File: config.mk
export PLATFORM = sky130hd
export DESIGN_NAME = fib_port_writer
export DESIGN_NICKNAME = d
export VERILOG_FILES = /design/src/rtl/result_port_pkg.sv /design/src/rtl/fib_port_writer_fib_step.sv /design/src/rtl/fib_port_writer.sv
export SDC_FILE = /design/constraint.sdc
export NUM_CORES = 1
export LEC_CHECK = 0
export BUFFER_PORTS_ARGS = -buffer_cell sky130_fd_sc_hd__clkbuf_2
export CORE_MARGIN = 1
export CORE_UTILIZATION = 55
export CTS_CLUSTER_SIZE = 8
export DETAILED_ROUTE_END_ITERATION = 10
export HOLD_SLACK_MARGIN = 0.05
export PLACE_DENSITY = 0.78
export SKIP_LAST_GASP = 1
export SYNTH_ARGS = -nofsm -noshare
export SYNTH_HDL_FRONTEND = slang
export SYNTH_HIERARCHICAL = 1
export SYNTH_SLANG_ARGS = --single-unit
File: constraint.sdc
create_clock -name clk -period 9.3 [get_ports clk]
set_input_delay 0.93 -clock clk [delete_from_list [all_inputs] [get_ports clk]]
set_output_delay 0.93 -clock clk [all_outputs]
set_load 0.05 [all_outputs]
File: src/rtl/result_port_pkg.sv
`default_nettype none
// ============================================================================
// Package     : result_port_pkg
// Description : Constants shared by the result-port writer and the TestBed
//               checker: port address, framing markers, FSM state codes and
//               the write-phase enumeration.
// Revision    : 1.0 - initial release
// ============================================================================
package result_port_pkg;

    // Word address of the result port (r30).
    localparam logic [29:0] TEST_PORT = 30'h40;

    // Framing markers that bracket one run on the port.
    localparam logic [31:0] BEGIN_SYM = 32'h0000_0932;
    localparam logic [31:0] END_SYM   = 32'h0000_0D5D;

    // Writer FSM state codes.
    localparam logic [1:0] ST_IDLE  = 2'd0;
    localparam logic [1:0] ST_WRITE = 2'd1;
    localparam logic [1:0] ST_GAP   = 2'd2;
    localparam logic [1:0] ST_DONE  = 2'd3;

    // Which part of the run the pending write belongs to.
    typedef enum logic [1:0] {
        PH_BEGIN = 2'd0,
        PH_FWD   = 2'd1,
        PH_BWD   = 2'd2,
        PH_END   = 2'd3
    } phase_t;

endpackage
`default_nettype wire

File: src/rtl/fib_port_writer_fib_step.sv
`default_nettype none
// ============================================================================
// Module      : fib_step
// Description : Combinational Fibonacci pair update.
//               dir=0 (forward) : (a, b) -> (b, a+b)
//               dir=1 (backward): (a, b) -> (b-a, a)
//               Arithmetic wraps modulo 2^32, so a backward step exactly
//               undoes a forward step even after overflow.
// Ports       : a, b           - current pair (F(k), F(k+1))
//               dir            - 0 forward, 1 backward
//               a_next, b_next - updated pair
// Revision    : 1.0 - initial release
// ============================================================================
module fib_step (
    input  logic [31:0] a,
    input  logic [31:0] b,
    input  logic        dir,
    output logic [31:0] a_next,
    output logic [31:0] b_next
);

    assign a_next = dir ? (b - a) : b;
    assign b_next = dir ? a       : (a + b);

endmodule
`default_nettype wire

File: src/rtl/fib_port_writer.sv
`default_nettype none
// ============================================================================
// Module      : fib_port_writer
// Description : Result-port initiator. Writes BEGIN_SYM, F(0)..F(N-1),
//               F(N-1)..F(0), END_SYM to TEST_PORT, one write per wen-high
//               period, with a mandatory one-cycle wen-low gap after every
//               accepted write. Honours the data-cache stall handshake.
// Ports       : clk   - clock
//               rst   - asynchronous active-low reset
//               start - begin a run (sampled in IDLE or DONE only)
//               stall - memory stall; holds the pending write
//               addr  - write word address (0 when not writing)
//               data  - write data (0 when not writing)
//               wen   - write enable
//               busy  - high from first write through acceptance of last
//               done  - high in DONE until the next start
// Revision    : 1.0 - initial release
// ============================================================================
module fib_port_writer #(
    parameter int          N         = 30,
    parameter logic [29:0] TEST_PORT = result_port_pkg::TEST_PORT,
    parameter logic [31:0] BEGIN_SYM = result_port_pkg::BEGIN_SYM,
    parameter logic [31:0] END_SYM   = result_port_pkg::END_SYM
) (
    input  logic        clk,
    input  logic        rst,
    input  logic        start,
    input  logic        stall,
    output logic [29:0] addr,
    output logic [31:0] data,
    output logic        wen,
    output logic        busy,
    output logic        done
);

    import result_port_pkg::*;

    localparam int                IDX_W    = $clog2(N + 1);
    localparam logic [IDX_W-1:0]  LAST_IDX = IDX_W'(N - 1);

    logic [1:0]       state;
    phase_t           phase;
    logic [31:0]      a;
    logic [31:0]      b;
    logic [IDX_W-1:0] idx;

    logic [31:0]      a_next;
    logic [31:0]      b_next;
    logic             last_term;

    assign last_term = (idx == LAST_IDX);

    fib_step u_fib_step (
        .a      (a),
        .b      (b),
        .dir    (phase == PH_BWD),
        .a_next (a_next),
        .b_next (b_next)
    );

    // busy doubles as the "more writes to come" flag: it drops when the END
    // write is accepted, which steers the following GAP into DONE.
    always_ff @(posedge clk or negedge rst) begin
        if (!rst) begin
            state <= ST_IDLE;
            phase <= PH_BEGIN;
            a     <= 32'd0;
            b     <= 32'd1;
            idx   <= '0;
            busy  <= 1'b0;
        end else begin
            case (state)
                ST_IDLE, ST_DONE: begin
                    if (start) begin
                        state <= ST_WRITE;
                        phase <= PH_BEGIN;
                        a     <= 32'd0;
                        b     <= 32'd1;
                        idx   <= '0;
                        busy  <= 1'b1;
                    end
                end
                ST_WRITE: begin
                    if (!stall) begin
                        state <= ST_GAP;
                        case (phase)
                            PH_BEGIN: phase <= PH_FWD;
                            PH_FWD: begin
                                if (last_term) begin
                                    // Keep the pair so F(N-1) is emitted
                                    // again as the first backward term.
                                    phase <= PH_BWD;
                                    idx   <= '0;
                                end else begin
                                    a   <= a_next;
                                    b   <= b_next;
                                    idx <= idx + 1'b1;
                                end
                            end
                            PH_BWD: begin
                                if (last_term) begin
                                    phase <= PH_END;
                                end else begin
                                    a   <= a_next;
                                    b   <= b_next;
                                    idx <= idx + 1'b1;
                                end
                            end
                            PH_END:  busy  <= 1'b0;
                            default: phase <= PH_BEGIN;
                        endcase
                    end
                end
                ST_GAP:  state <= busy ? ST_WRITE : ST_DONE;
                default: state <= ST_IDLE;
            endcase
        end
    end

    // Outputs decode only registered state; no path from stall or start.
    assign wen  = (state == ST_WRITE);
    assign done = (state == ST_DONE);
    assign addr = wen ? TEST_PORT : 30'd0;

    always_comb begin
        data = 32'd0;
        if (wen) begin
            case (phase)
                PH_BEGIN: data = BEGIN_SYM;
                PH_FWD:   data = a;
                PH_BWD:   data = a;
                PH_END:   data = END_SYM;
                default:  data = 32'd0;
            endcase
        end
    end

endmodule
`default_nettype wire

==> results summary <==
The share of the synthesized area in compound gates (AO/OA/AOI/OAI) is 27.6%. The number of cells upsized or downsized after cts came out at 0. The standby leakage power came out at 3.91 nW. The H-tree depth is 3. The combined area of all synthesized cells is 0.00759 sq mm.

The post-route DRC violation count came out at 0. The worst register-to-register path begins at b[0]$_DFFE_PN1P_. After synthesis, the largest family of logic cells by area is compound AO/OA/AOI/OAI gates.

The remaining antenna violation count came out at 0. The clock-pin slew of the registers on the worst-case setup and hold paths came out at 0.06 ns. The count of unique library cells instantiated by Yosys is 73. The biggest fanout along the worst timing path is 31. Setup repair after global routing left no endpoint under its margin. The violation count after the first detailed-routing iteration came out at 522. The cell area after layout came out at 0.00799 sq mm. Entering global routing, the biggest net connects 95 pins. In the synthesized netlist the async set-or-reset flop fraction comes to 100%. In this run the most critical hold path is launched from b[0]$_DFFE_PN1P_.

The total global routing track utilization is 25.4%. After synthesis, the share of cell area in mux cells is 4.44%. After detailed placement, the design holds a cell count of 1084. The detailed-routing iteration count for the pre-antenna-repair pass is 6.

Counting along the longest clock path gives a buffer depth of 2. STA classifies the critical path startpoint as a flip-flop. The number of storage elements in the synthesis netlist came out at 74. Summed over all failing endpoints, the final setup total negative slack is 0 ns. The number of buffers added to fix hold violations after cts is 0. The slew at the pin with the worst max-slew slack came out at 1.13 ns. The adder and majority gate portion of the synthesized area came out at 12.6%. The XOR/XNOR share of the synthesized area is 5.89%. The worst-case vdd ir drop came out at 0.000154 V. After synthesis, the most frequently instantiated cells are sky130_fd_sc_hd__dfrtp_1 (73), sky130_fd_sc_hd__ha_1 (73), sky130_fd_sc_hd__a21oi_1 (70), sky130_fd_sc_hd__nor2_1 (68), sky130_fd_sc_hd__inv_1 (65).

The I/O pin total came out at 69. The number of fillers in the final layout came out at 1215. The setup path with the least slack is of type flip-flop to output pin. Data on the critical path arrives at its endpoint at 3.16 ns. The detailed placement HPWL is 12200 microns. The final setup violation count came out at 0. The power density over the cells is 346 mW/mm^2. The mean post-synth cell area came out at 8.22 sq um. The port buffer count came out at 39.

The antenna diode instance count came out at 0. The area share of the largest cell type after synthesis is 24.1%. The net count of the finished layout came out at 998. Excluding fillers, the count of instances in the completed layout stands at 1100. The final weighted congestion in routability-driven placement came out at 0.934. The mean number of vias per cell came out at 6.03. The number of antenna violations at the first check in global routing came out at 0. Timing would allow up to 245 MHz.

The cell area after placement is 0.00767 sq mm. The final number of hold-violating endpoints is 0. The synthesized netlist devotes 15.2% of its cell area to simple gates.

The required time of the critical path came out at 8.37 ns. The number of max-slew violations in the final report came out at 0. In this run the post-CTS setup repair buffer count came out at 0. The worst setup path is captured at an output pin. The area used by multi-input combinational logic is 0.00510 sq mm. The setup clock skew after layout came out at 0.00820 ns.

The relative slew slack is 24.8%. The sink count of the clock tree is 74. The standard-cell row count came out at 42. The main flop type after synthesis is sky130_fd_sc_hd__dfrtp_1. The path class of the tightest hold or removal check is flip-flop to flip-flop. The number of flops mapped to enable cells by yosys came out at 0. The clock reaches the later pin of the worst-skew pair after 0.35 ns. The clock buffer count from CTS came out at 9.

The initial core utilization came out at 56.8%. The wire length of the first global-routing pass came out at 29500 microns. The post-route clock period utilization came out at 44.0%. In this run the vertical extent of the chip is 119 microns.

The global-route congestion overflow total is 0. The die covers 0.0143 sq mm. The growth of design area from synthesis to finish is 5.28%. The width of the chip came out at 119 microns. The sequential element share of the synthesized area came out at 24.4%. In the final layout, the share of cells above drive strength 1 is 10.9%. The cell taking the most area after synthesis is sky130_fd_sc_hd__dfrtp_1.

The wire length per cell after detailed routing is 16.2 microns. The number of global-route vias before repair came out at 6002. The cell chosen for the clock root is sky130_fd_sc_hd__clkbuf_16. The smallest clock period supported by the final layout is computed as 4.09 ns. The flow ran to the end, and the final reports show no timing, DRC or antenna violations.

The gate count after technology mapping is 923. The routed via count came out at 6634. By area the synthesized netlist is led by sky130_fd_sc_hd__dfrtp_1 (24%), sky130_fd_sc_hd__ha_1 (12%), sky130_fd_sc_hd__a22o_1 (7.3%), sky130_fd_sc_hd__xnor2_1 (5.2%), sky130_fd_sc_hd__a21oi_1 (4.6%).

The placeable core region came out at 0.0133 sq mm. The total power is 2.76 mW. Max-cap violations in this run came to 0. Tracing the worst setup path back leads to its startpoint at phase[0]$_DFFE_PN0P_. The area used by sequential logic in the layout came out at 0.00185 sq mm. The final routed wirelength across all metal layers came out at 17800 microns. The clock tree from TritonCTS is built. The Yosys step of the flow raised 6 warnings.
[final cells by class]
class                   instances  share of cell area, %
multi-input cells             720                   63.9
well taps                     176                   2.76
clock inverters                 7                   1.17
repair buffers                 43                   2.85
flip-flops and latches         74                   23.2
inverters                      71                   3.34
clock buffers                   9                   2.82
[flip-flops by register name, summed over array words and instances (netlist names)]
| name | flops |
|---|---|
| b | 32 |
| a | 32 |
| busy | 1 |
| idx | 5 |
| phase | 2 |
| state | 2 |
[cell usage in the layout, fill, tap and decap left out, types with 5 or more instances in the layout]
cell / instances
sky130_fd_sc_hd__clkbuf_2: 38
sky130_fd_sc_hd__nor3_1: 16
sky130_fd_sc_hd__a22o_1: 63
sky130_fd_sc_hd__o31ai_1: 10
sky130_fd_sc_hd__xnor2_1: 45
sky130_fd_sc_hd__buf_4: 5
sky130_fd_sc_hd__a21oi_1: 70
sky130_fd_sc_hd__nand2_1: 56
sky130_fd_sc_hd__and3_1: 25
sky130_fd_sc_hd__mux2_2: 21
sky130_fd_sc_hd__a21o_1: 10
sky130_fd_sc_hd__nand3_1: 7
sky130_fd_sc_hd__nand4_1: 10
sky130_fd_sc_hd__o21ai_0: 51
sky130_fd_sc_hd__o21bai_1: 17
sky130_fd_sc_hd__o21ai_1: 5
sky130_fd_sc_hd__inv_1: 65
sky130_fd_sc_hd__mux2i_1: 10
sky130_fd_sc_hd__a211oi_1: 9
sky130_fd_sc_hd__a31oi_1: 11
sky130_fd_sc_hd__nor2b_1: 12
sky130_fd_sc_hd__conb_1: 29
sky130_fd_sc_hd__nor2_1: 68
sky130_fd_sc_hd__o211ai_1: 6
sky130_fd_sc_hd__ha_1: 72
sky130_fd_sc_hd__nor4_1: 8
sky130_fd_sc_hd__nand2b_1: 9
sky130_fd_sc_hd__dfrtp_1: 73
sky130_fd_sc_hd__xor2_1: 6
sky130_fd_sc_hd__clkbuf_16: 9
sky130_fd_sc_hd__o21a_1: 8
[where the power goes]
| group | leakage (nW) | switching, mW | internal (mW) |
|---|---|---|---|
| sequential | 1.01 | 0.0709 | 0.380 |
| combinational | 2.74 | 1.20 | 0.726 |
| clock | 0.151 | 0.148 | 0.234 |
[stage by stage]
| stage | setup slack, ns | hold WS (ns) | util [%] |
|---|---|---|---|
| 6_report | 5.21 | 0.530 | 59.8 |
| 5_1_grt | 5.04 | 0.568 | 59.8 |
| 4_1_cts | 5.24 | 0.534 | 59.8 |
| 3_5_place_dp | 5.62 | 0.519 | 57.4 |
| 3_3_place_gp | 5.77 | 0.499 | 57.4 |
| 2_1_floorplan | 5.64 | 0.486 | - |
[cells by family after synthesis]
| logic type | count (synthesis) |
|---|---|
| buf+inv | 157 |
| mux | 31 |
| simple gates | 233 |
| other cells | 1 |
| compound gates | 301 |
| fa+ha+maj | 75 |
| xor+xnor | 51 |
| flops | 74 |
[worst max-delay path, stage by stage (launching register included)]
cell and delay [ns]:
sky130_fd_sc_hd__dfrtp_1 0.38, sky130_fd_sc_hd__inv_1 0.10, sky130_fd_sc_hd__ha_1 1.05, sky130_fd_sc_hd__nor2_1 0.17
sky130_fd_sc_hd__nor3b_1 0.62, sky130_fd_sc_hd__o21a_1 0.23, sky130_fd_sc_hd__clkbuf_2 0.27
[path summary, 6_finish.rpt]
| kind | to | slack (ns) | depth (start not counted) |
|---|---|---|---|
| min in group asynchronous | b[6]$_DFFE_PN0P_ | 0.74 | 1 |
| max in group asynchronous | a[24]$_DFFE_PN0P_ | 7.94 | 1 |
| min reg2reg | b[0]$_DFFE_PN1P_ | 0.53 | 2 |
| max reg2reg | a[28]$_DFFE_PN0P_ | 5.75 | 13 |
| min | b[0]$_DFFE_PN1P_ | 0.53 | 2 |
| max | data[2] | 5.21 | 6 |
[per-layer routing]
layer  global-route usage (%)  up-vias  part of all wire (%)
met3                     2.97       27                   4.4
met5                        0        -                     0
met1                     36.3     3178                    49
li1                         -     3249                     -
met4                     9.14        0                   1.8
met2                     39.2      180                    45
Power figures use the tool's default switching activity.
